## config.mk

```make
export PLATFORM = sky130hd
export DESIGN_NAME = load_store_unit
export DESIGN_NICKNAME = d
export VERILOG_FILES = /design/src/rtl/lsu_pkg.sv /design/src/rtl/lsu_lane_align.sv /design/src/rtl/load_store_unit.sv
export SDC_FILE = /design/constraint.sdc
export NUM_CORES = 1
export LEC_CHECK = 0
export CAP_MARGIN = 40
export CORE_MARGIN = 3
export CORE_UTILIZATION = 25
export CTS_CLUSTER_SIZE = 12
export DETAILED_ROUTE_END_ITERATION = 7
export REMOVE_ABC_BUFFERS = 1
export SYNTH_ARGS = -nofsm -noshare
export SYNTH_HDL_FRONTEND = slang
export SYNTH_SLANG_ARGS = --single-unit
```

## constraint.sdc

```tcl
create_clock -name clk -period 2.2 [get_ports clk]
set_clock_uncertainty 0.15 [all_clocks]
set_input_delay 0.44 -clock clk [delete_from_list [all_inputs] [get_ports clk]]
set_output_delay 0.44 -clock clk [all_outputs]
set_load 0.02 [all_outputs]
```

## src/rtl/lsu_pkg.sv

```systemverilog
// Shared definitions for the load/store unit: funct3 encodings, FSM states
// and the word width in bytes.
package lsu_pkg;

  localparam logic [2:0] F3_B  = 3'b000;
  localparam logic [2:0] F3_H  = 3'b001;
  localparam logic [2:0] F3_W  = 3'b010;
  localparam logic [2:0] F3_BU = 3'b100;
  localparam logic [2:0] F3_HU = 3'b101;

  localparam int WORD_BYTES = 4;

  typedef enum logic [2:0] {
    IDLE,
    LOAD,
    STORE,
    RMW_RD,
    RMW_WR,
    RESP
  } lsu_state_t;

endpackage

```

## src/rtl/lsu_lane_align.sv

```systemverilog
// Combinational byte/halfword lane logic: load extraction with sign/zero
// extension, and sub-word merge of store data into an existing word.
module lsu_lane_align
  import lsu_pkg::*;
(
  input  logic [31:0] word,
  input  logic [1:0]  offset,
  input  logic [2:0]  funct3,
  input  logic [31:0] wdata,
  output logic [31:0] load_data,
  output logic [31:0] merged
);

  logic [7:0]            byte_sel;
  logic [15:0]           half_sel;
  logic [31:0]           wdata_rep;
  logic [WORD_BYTES-1:0] byte_en;

  always_comb begin
    byte_sel  = word[{offset, 3'b000} +: 8];
    half_sel  = offset[1] ? word[31:16] : word[15:0];
    load_data = '0;
    case (funct3)
      F3_B:    load_data = {{24{byte_sel[7]}}, byte_sel};
      F3_H:    load_data = {{16{half_sel[15]}}, half_sel};
      F3_W:    load_data = word;
      F3_BU:   load_data = {24'b0, byte_sel};
      F3_HU:   load_data = {16'b0, half_sel};
      default: load_data = '0;
    endcase
  end

  // Store data is replicated across all lanes; the byte enables pick the target.
  always_comb begin
    wdata_rep = wdata;
    byte_en   = '1;
    case (funct3[1:0])
      2'b00: begin
        wdata_rep = {4{wdata[7:0]}};
        byte_en   = 4'b0001 << offset;
      end
      2'b01: begin
        wdata_rep = {2{wdata[15:0]}};
        byte_en   = offset[1] ? 4'b1100 : 4'b0011;
      end
      default: begin
        wdata_rep = wdata;
        byte_en   = '1;
      end
    endcase
  end

  genvar gi;
  generate
    for (gi = 0; gi < WORD_BYTES; gi++) begin : g_merge
      assign merged[gi*8 +: 8] = byte_en[gi] ? wdata_rep[gi*8 +: 8] : word[gi*8 +: 8];
    end
  endgenerate

endmodule

```

## src/rtl/load_store_unit.sv

```systemverilog
// Single-outstanding load/store unit in front of a word-addressed memory:
// decodes and checks requests, does lane extraction and read-modify-write.
module load_store_unit
  import lsu_pkg::*;
#(
  parameter int ADDR_W    = 32,
  parameter int MEM_WORDS = 21
) (
  input  logic              clk,
  input  logic              rst,
  input  logic              req_valid,
  output logic              req_ready,
  input  logic              req_we,
  input  logic [2:0]        req_funct3,
  input  logic [ADDR_W-1:0] req_addr,
  input  logic [31:0]       req_wdata,
  output logic              resp_valid,
  output logic [31:0]       resp_rdata,
  output logic              resp_err,
  output logic [ADDR_W-1:0] mem_addr,
  output logic [31:0]       mem_wd,
  output logic              mem_we,
  input  logic [31:0]       mem_rd
);

  localparam logic [ADDR_W-3:0] MEM_WORDS_W = (ADDR_W-2)'(MEM_WORDS);

  lsu_state_t        state_reg, state_next;
  logic              we_reg;
  logic [2:0]        funct3_reg;
  logic [ADDR_W-1:0] addr_reg;
  logic [31:0]       wdata_reg;
  logic [31:0]       merge_reg;
  logic [31:0]       resp_rdata_reg;
  logic              resp_err_reg;

  logic              fire;
  logic              f3_legal;
  logic              misaligned;
  logic              out_of_range;
  logic              req_err;
  logic [31:0]       load_data;
  logic [31:0]       merged_word;

  assign fire = req_valid && req_ready;

  // Request checks are made on the live request so errors skip memory entirely.
  always_comb begin
    f3_legal = 1'b0;
    case (req_funct3)
      F3_B, F3_H, F3_W: f3_legal = 1'b1;
      F3_BU, F3_HU:     f3_legal = !req_we;
      default:          f3_legal = 1'b0;
    endcase
    misaligned   = ((req_funct3[1:0] == 2'b01) && req_addr[0]) ||
                   ((req_funct3[1:0] == 2'b10) && (req_addr[1:0] != 2'b00));
    out_of_range = req_addr[ADDR_W-1:2] >= MEM_WORDS_W;
    req_err      = !f3_legal || misaligned || out_of_range;
  end

  always_ff @(posedge clk) begin
    if (rst) begin
      state_reg <= IDLE;
    end else begin
      state_reg <= state_next;
    end
  end

  always_comb begin
    state_next = state_reg;
    case (state_reg)
      IDLE: begin
        if (fire) begin
          if (req_err)                 state_next = RESP;
          else if (!req_we)            state_next = LOAD;
          else if (req_funct3 == F3_W) state_next = STORE;
          else                         state_next = RMW_RD;
        end
      end
      LOAD, STORE, RMW_WR: state_next = RESP;
      RMW_RD:              state_next = RMW_WR;
      RESP:                state_next = IDLE;
      default:             state_next = IDLE;
    endcase
  end

  always_comb begin
    req_ready  = (state_reg == IDLE);
    resp_valid = (state_reg == RESP);
    mem_we     = ((state_reg == STORE) || (state_reg == RMW_WR)) && !rst;
    mem_addr   = (state_reg == IDLE) ? '0 : {addr_reg[ADDR_W-1:2], 2'b00};
    case (state_reg)
      STORE:   mem_wd = wdata_reg;
      RMW_WR:  mem_wd = merge_reg;
      default: mem_wd = '0;
    endcase
  end

  // Response registers only change on the edge that enters RESP, so they
  // hold their value between responses.
  always_ff @(posedge clk) begin
    if (rst) begin
      we_reg         <= 1'b0;
      funct3_reg     <= '0;
      addr_reg       <= '0;
      wdata_reg      <= '0;
      merge_reg      <= '0;
      resp_rdata_reg <= '0;
      resp_err_reg   <= 1'b0;
    end else begin
      if (fire) begin
        we_reg     <= req_we;
        funct3_reg <= req_funct3;
        addr_reg   <= req_addr;
        wdata_reg  <= req_wdata;
      end
      if (state_reg == RMW_RD) begin
        merge_reg <= merged_word;
      end
      if (fire && req_err) begin
        resp_err_reg   <= 1'b1;
        resp_rdata_reg <= '0;
      end else if ((state_reg == LOAD) || (state_reg == STORE) || (state_reg == RMW_WR)) begin
        resp_err_reg   <= 1'b0;
        resp_rdata_reg <= we_reg ? 32'h0 : load_data;
      end
    end
  end

  assign resp_rdata = resp_rdata_reg;
  assign resp_err   = resp_err_reg;

  lsu_lane_align u_lane_align (
    .word      (mem_rd),
    .offset    (addr_reg[1:0]),
    .funct3    (funct3_reg),
    .wdata     (wdata_reg),
    .load_data (load_data),
    .merged    (merged_word)
  );

endmodule
```

== Word-level counts from Yosys, hierarchy flattened ==
Cells that the tools add are included.

* Input port bits: 103
* Logic and storage cells: 72
* Register bits: 136
* Output and inout bits: 100

* Multiplexer cells: 20
* Shift-type cells: 2
* Reduce and logical (&&, ||, !) cells: 24
* Magnitude comparators: 1
* Equal/unequal tests: 17

{| class="wikitable"
|+ Operator list
! operator !! count
|-
| $pmux W32 S5 || 1
|-
| $pmux W32 S2 || 2
|-
| $mux W32 || 2
|-
| $mux W8 || 4
|-
| $shiftx A32 B6 Y8 || 1
|-
| $ge A30 B5 Y1 const B || 1
|-
| $eq A3 B3 Y1 const B || 6
|-
| $mux W16 || 1
|-
| $eq A3 B2 Y1 const B || 4
|-
| $eq A3 B1 Y1 const B || 3
|-
| $logic_not A3 Y1 || 3
|-
| $pmux W3 S3 || 1
|-
| $pmux W4 S2 || 1
|-
| $logic_or A1 B1 Y1 || 6
|-
| $mux W3 || 2
|-
| $reduce_or A3 Y1 || 2
|-
| $logic_and A1 B1 Y1 || 5
|-
| $eq A2 B1 Y1 const B || 2
|-
| $mux W4 || 1
|-
| $reduce_bool A2 Y1 || 2
|-
| $reduce_or A2 Y1 || 2
|-
| $shl A1 B2 Y4 const A || 1
|-
| $logic_not A1 Y1 || 3
|-
| $mux W1 || 3
|-
| other kinds (5) || 5
|}

== Depth between registers and ports, before layout ==
Gate-level depths: netlist of run 1.

* Depth after elaboration: 9
* Gate-level depth with buffers: 7
* Mapped depth without buffers: 4

== Modules after synthesis ==
Synthesis of run 1 repeated with hierarchy kept, for this count alone.

* Cell total of the unflattened synthesis: 943
* Area total of the unflattened synthesis: 7313.3 um2

{| class="wikitable"
|+ Modules (own cells, without submodules)
! module !! cells each !! area each (um2) !! seq. area each (um2) !! instances
|-
| load_store_unit || 698 || 5866.9 || 2722.6 || 1
|-
| lsu_lane_align || 245 || 1446.4 || 0.0 || 1
|}

== Worst setup path after synthesis of run 1 ==
No wires, ideal clock.

* Kind: register -> output
* Start: reg state_reg[2]
* End: out mem_we
* Required time: 1.610 ns
* Stages on the path, launching flop included: 6
* Data arrival time: 1.664 ns
* Path buffers: 1
* Slack: -0.054 ns
* Cells stage by stage: dfxtp_1 -> inv_1 -> nor3_1 -> clkbuf_1 -> nor2_1 -> nor2_1

* Cells in the longest elaborated chain, start to end: 3
* Elaborated cells on any way between the ends: 4
* Those cells by class: eq/ne: 2; reduce/logical: 2

{| class="wikitable"
|+ RTL lines
! item !! line !! source
|-
| from (decl) || load_store_unit.sv:28 || <nowiki>lsu_state_t state_reg, state_next;</nowiki>
|-
| from (signal assigned) || load_store_unit.sv:65 || <nowiki>state_reg <= state_next;</nowiki>
|-
| $eq A3 B2 Y1 or $eq A3 B3 Y1 (tied branches) || load_store_unit.sv:90 || <nowiki>mem_we = ((state_reg == STORE) || (state_reg == RMW_WR)) && !rst;</nowiki>
|-
| $logic_or A1 B1 Y1 * || load_store_unit.sv:90 ||
|-
| $logic_and A1 B1 Y1 * || load_store_unit.sv:90 ||
|-
| to (decl) || load_store_unit.sv:22 || <nowiki>output logic mem_we,</nowiki>
|}

Mark *: on every way between the ends. The rest lies on a longest branch, timed or not.

== Final worst setup path of run 1 ==
* Start: reg state_reg[1]
* End: out mem_wd[15]

* Cells in the longest elaborated chain, start to end: 2
* Elaborated cells on any way between the ends: 3
* Those cells by class: eq/ne: 2; mux: 1

{| class="wikitable"
|+ RTL lines
! item !! line !! source
|-
| $eq A3 B3 Y1 or $eq A3 B2 Y1 (tied branches) || load_store_unit.sv:92 || <nowiki>case (state_reg)</nowiki>
|-
| $pmux W32 S2 * || load_store_unit.sv:92 ||
|-
| to (decl) || load_store_unit.sv:21 || <nowiki>output logic [31:0] mem_wd,</nowiki>
|}

Marks and branches as above.

==> results of run 1 <==
## critical path: stages (launching register included)
cell and delay (ns):
dfxtp_4 0.36, nor3_4 0.20, buf_6 0.16, buf_16 0.15, buf_6 0.10, a22o_1 0.15, buf_6 0.13
## final cells by class
cell class / count / share of cell area (%)
Multi-Input combinational cell: 597 / 37.5
Timing Repair Buffer: 290 / 28.5
Sequential cell: 136 / 25.1
Clock buffer: 18 / 3.94
Tap cell: 341 / 3.91
Clock inverter: 12 / 0.976
Inverter: 2 / 0.0918
## timing repair
item / in CTS / in global routing
buffers inserted: 7 / 1
gates cloned: 5 / 4
endpoints found under the setup margin: 97 / 71
resized for setup: 314 / 119
endpoints found under the hold margin: 0 / 0
hold buffers: 0 / 0
pin swaps: 12 / 12
## routing by layer
layer / global-route usage (%) / wire (um) / vias to the layer above
met5: 0 / 22 / -
met4: 4.51 / 406 / 4
met2: 29.8 / 13300 / 252
li1: - / - / 3381
met1: 22.6 / 11900 / 3399
met3: 5.08 / 2220 / 33
## final timing paths
kind	from	slack, ns	cells after the start	to
setup / recovery	state_reg[1]	-0.07	6	mem_wd[15]
hold / removal	rst	0.27	3	funct3_reg[1]
setup reg to reg	state_reg[2]	0.23	8	state_reg[0]
hold reg to reg	addr_reg[13]	0.30	2	addr_reg[13]
## placed cells by master (no fill, tap or decap), types with 4 or more instances in the layout
cell,synthesis,final
a311o_1,8,8
and3_1,9,9
a22o_4,0,6
nand2b_1,10,10
o311ai_0,7,7
dfxtp_1,136,131
mux2_2,8,8
nor4_2,0,4
clkinvlp_4,0,4
a21oi_1,88,88
nor2_1,20,19
mux2i_1,17,17
buf_4,6,77
buf_6,8,50
clkbuf_16,0,21
nor3_1,14,12
dlymetal6s2s_1,0,4
nor2b_4,0,25
o21ai_0,16,16
a22oi_1,23,23
a221oi_1,9,9
a22o_1,33,27
nand2_1,185,184
buf_12,0,17
a21boi_0,8,8
clkdlybuf4s50_1,0,130
o2bb2ai_1,8,8
a21oi_2,30,30
a211oi_1,18,18
clkinv_2,0,4
nor2b_1,30,5
mux4_2,8,8
buf_16,0,5
or2_2,4,4
## report_power, final
| part | internal (mW) | total [mW] | switching [mW] |
|---|---|---|---|
| logic | 0.965 | 2.02 | 1.06 |
| clock network | 1.54 | 2.69 | 1.15 |
| registers | 2.62 | 2.74 | 0.123 |
## cells by family after synthesis
group	after synthesis	share of synthesized area, %
simple gates	297	19.8
buf+inv	78	5.57
compound gates	264	28.2
xor+xnor	1	0.400
other cells	1	0.0545
flops	136	39.6
mux	33	6.41
## through the flow
stage / TNS (ns) / area (um2)
2_1_floorplan: -340.22 / 6500
3_3_place_gp: -20.52 / 9720
3_5_place_dp: -20.96 / 9720
4_1_cts: -1.51 / 10400
5_1_grt: -3.79 / 10900
6_report: -0.783 / 10900
==> metrics.txt, run 1 <==
commonest cells in the netlist=nand2_1, dfxtp_1, a21oi_1; Slew @ Worst Pin=0.496 ns; Post-synth EDFFs=0; vias in the first global route=6833; Reg area=roughly 2700 um2; TritonCTS buffer count=17; ys async rst share=0%; Finish-stage setup viols=28; RSZ-0062 raised after global routing=true; Synth area leader=dfxtp_1; fin crit share=103%; Final Non-Filler Cells=between 1000 and 1500; DRC viols=0; Final Hold Fails=0; antenna fix cells=0; top-count cell post-synth=nand2_1; IO Port Bufs=200; via count=about 7100; worst vdd ir=around 0.42 mV; Max Clock Freq=around 440 MHz; Max-slew headroom=about two thirds; sequential area share after synthesis=a little under 40%; TritonCTS Sinks=around 140; HPWL Detailed=between 15 and 20 mm; root buffer cell=clkbuf_16; Multi-input gate area=slightly above 4000 um2; ratio of cells with drive above 1 in the final layout=27.7%; Synth cell types=56; max-slew violation count=0; Std-Cell Rows=60; worst min path class=primary input to flop; status=complete, but fails checks; Starting Density=about a quarter; largest net degree at the start of global routing=96; Final WS setup=-0.0680 ns; initial drt markers=434; element type at the critical path end=primary output; placed cell count=1351; Fill cells=2725; Clock Latency Late Sink=between 0.4 and 0.5 ns; GR Util All Layers=~18%; core area=between 20000 and 30000 um2; leakage=roughly 3.9 nW; Mapped Cells=810; Final min period=between 2 and 2.5 ns; H-Tree Depth=4; die height=roughly 170 um; CTS tree=yes; Via density=slightly above 5; nets=1147; area delta synth->final=58.6%; Critical Path Start Type=flop; synthesized area=6880 um2; Boundary Pins=between 200 and 250; Total Routed Length=roughly 28 mm; Antenna Nets Post-Route=0; most common flop cell mapped by yosys=dfxtp_1; DR pass1 iterations=4; Yosys reg bits=around 140; worst slack at placement=-0.512 ns; Syn Area/Cell=approximately 8.5 um2; GRT Residual Overflow=0; Total Power=roughly 7.5 mW; required time of the critical path=between 1.5 and 2 ns; Die X=between 150 and 200 um; initial antenna violation count=2; first-pass GRT wire length=around 40 mm; RD Place Congestion=roughly 0.8; CTS clock-pin slew for the worst setup and hold paths=~0.06 ns; yosys warns=0; utilization after layout=between 40% and 50%; arrival time worst endpoint=~1.7 ns; Max clock buf depth=2; top post-synthesis cells by area=dfxtp_1, nand2_1, a21oi_1; Setup Crit Path Kind=flop to primary output; die area=29500 um2; Avg WL per Cell=19.9 um; failing checks=negative setup slack; CP max FO=8; Yosys top cell area share=between 30 and 40%; max cap viols=0; WHS=0.272 ns; pwr/cell area=just under 700 nW/um2
No activity file was read; power rests on OpenSTA's default activity.
==> run 2, diff against run 1 <==
CTS_CLUSTER_SIZE = not set   (was 12)
==> results of run 2 <==
Final layout, timing and power as in run 1 (identical DEF).
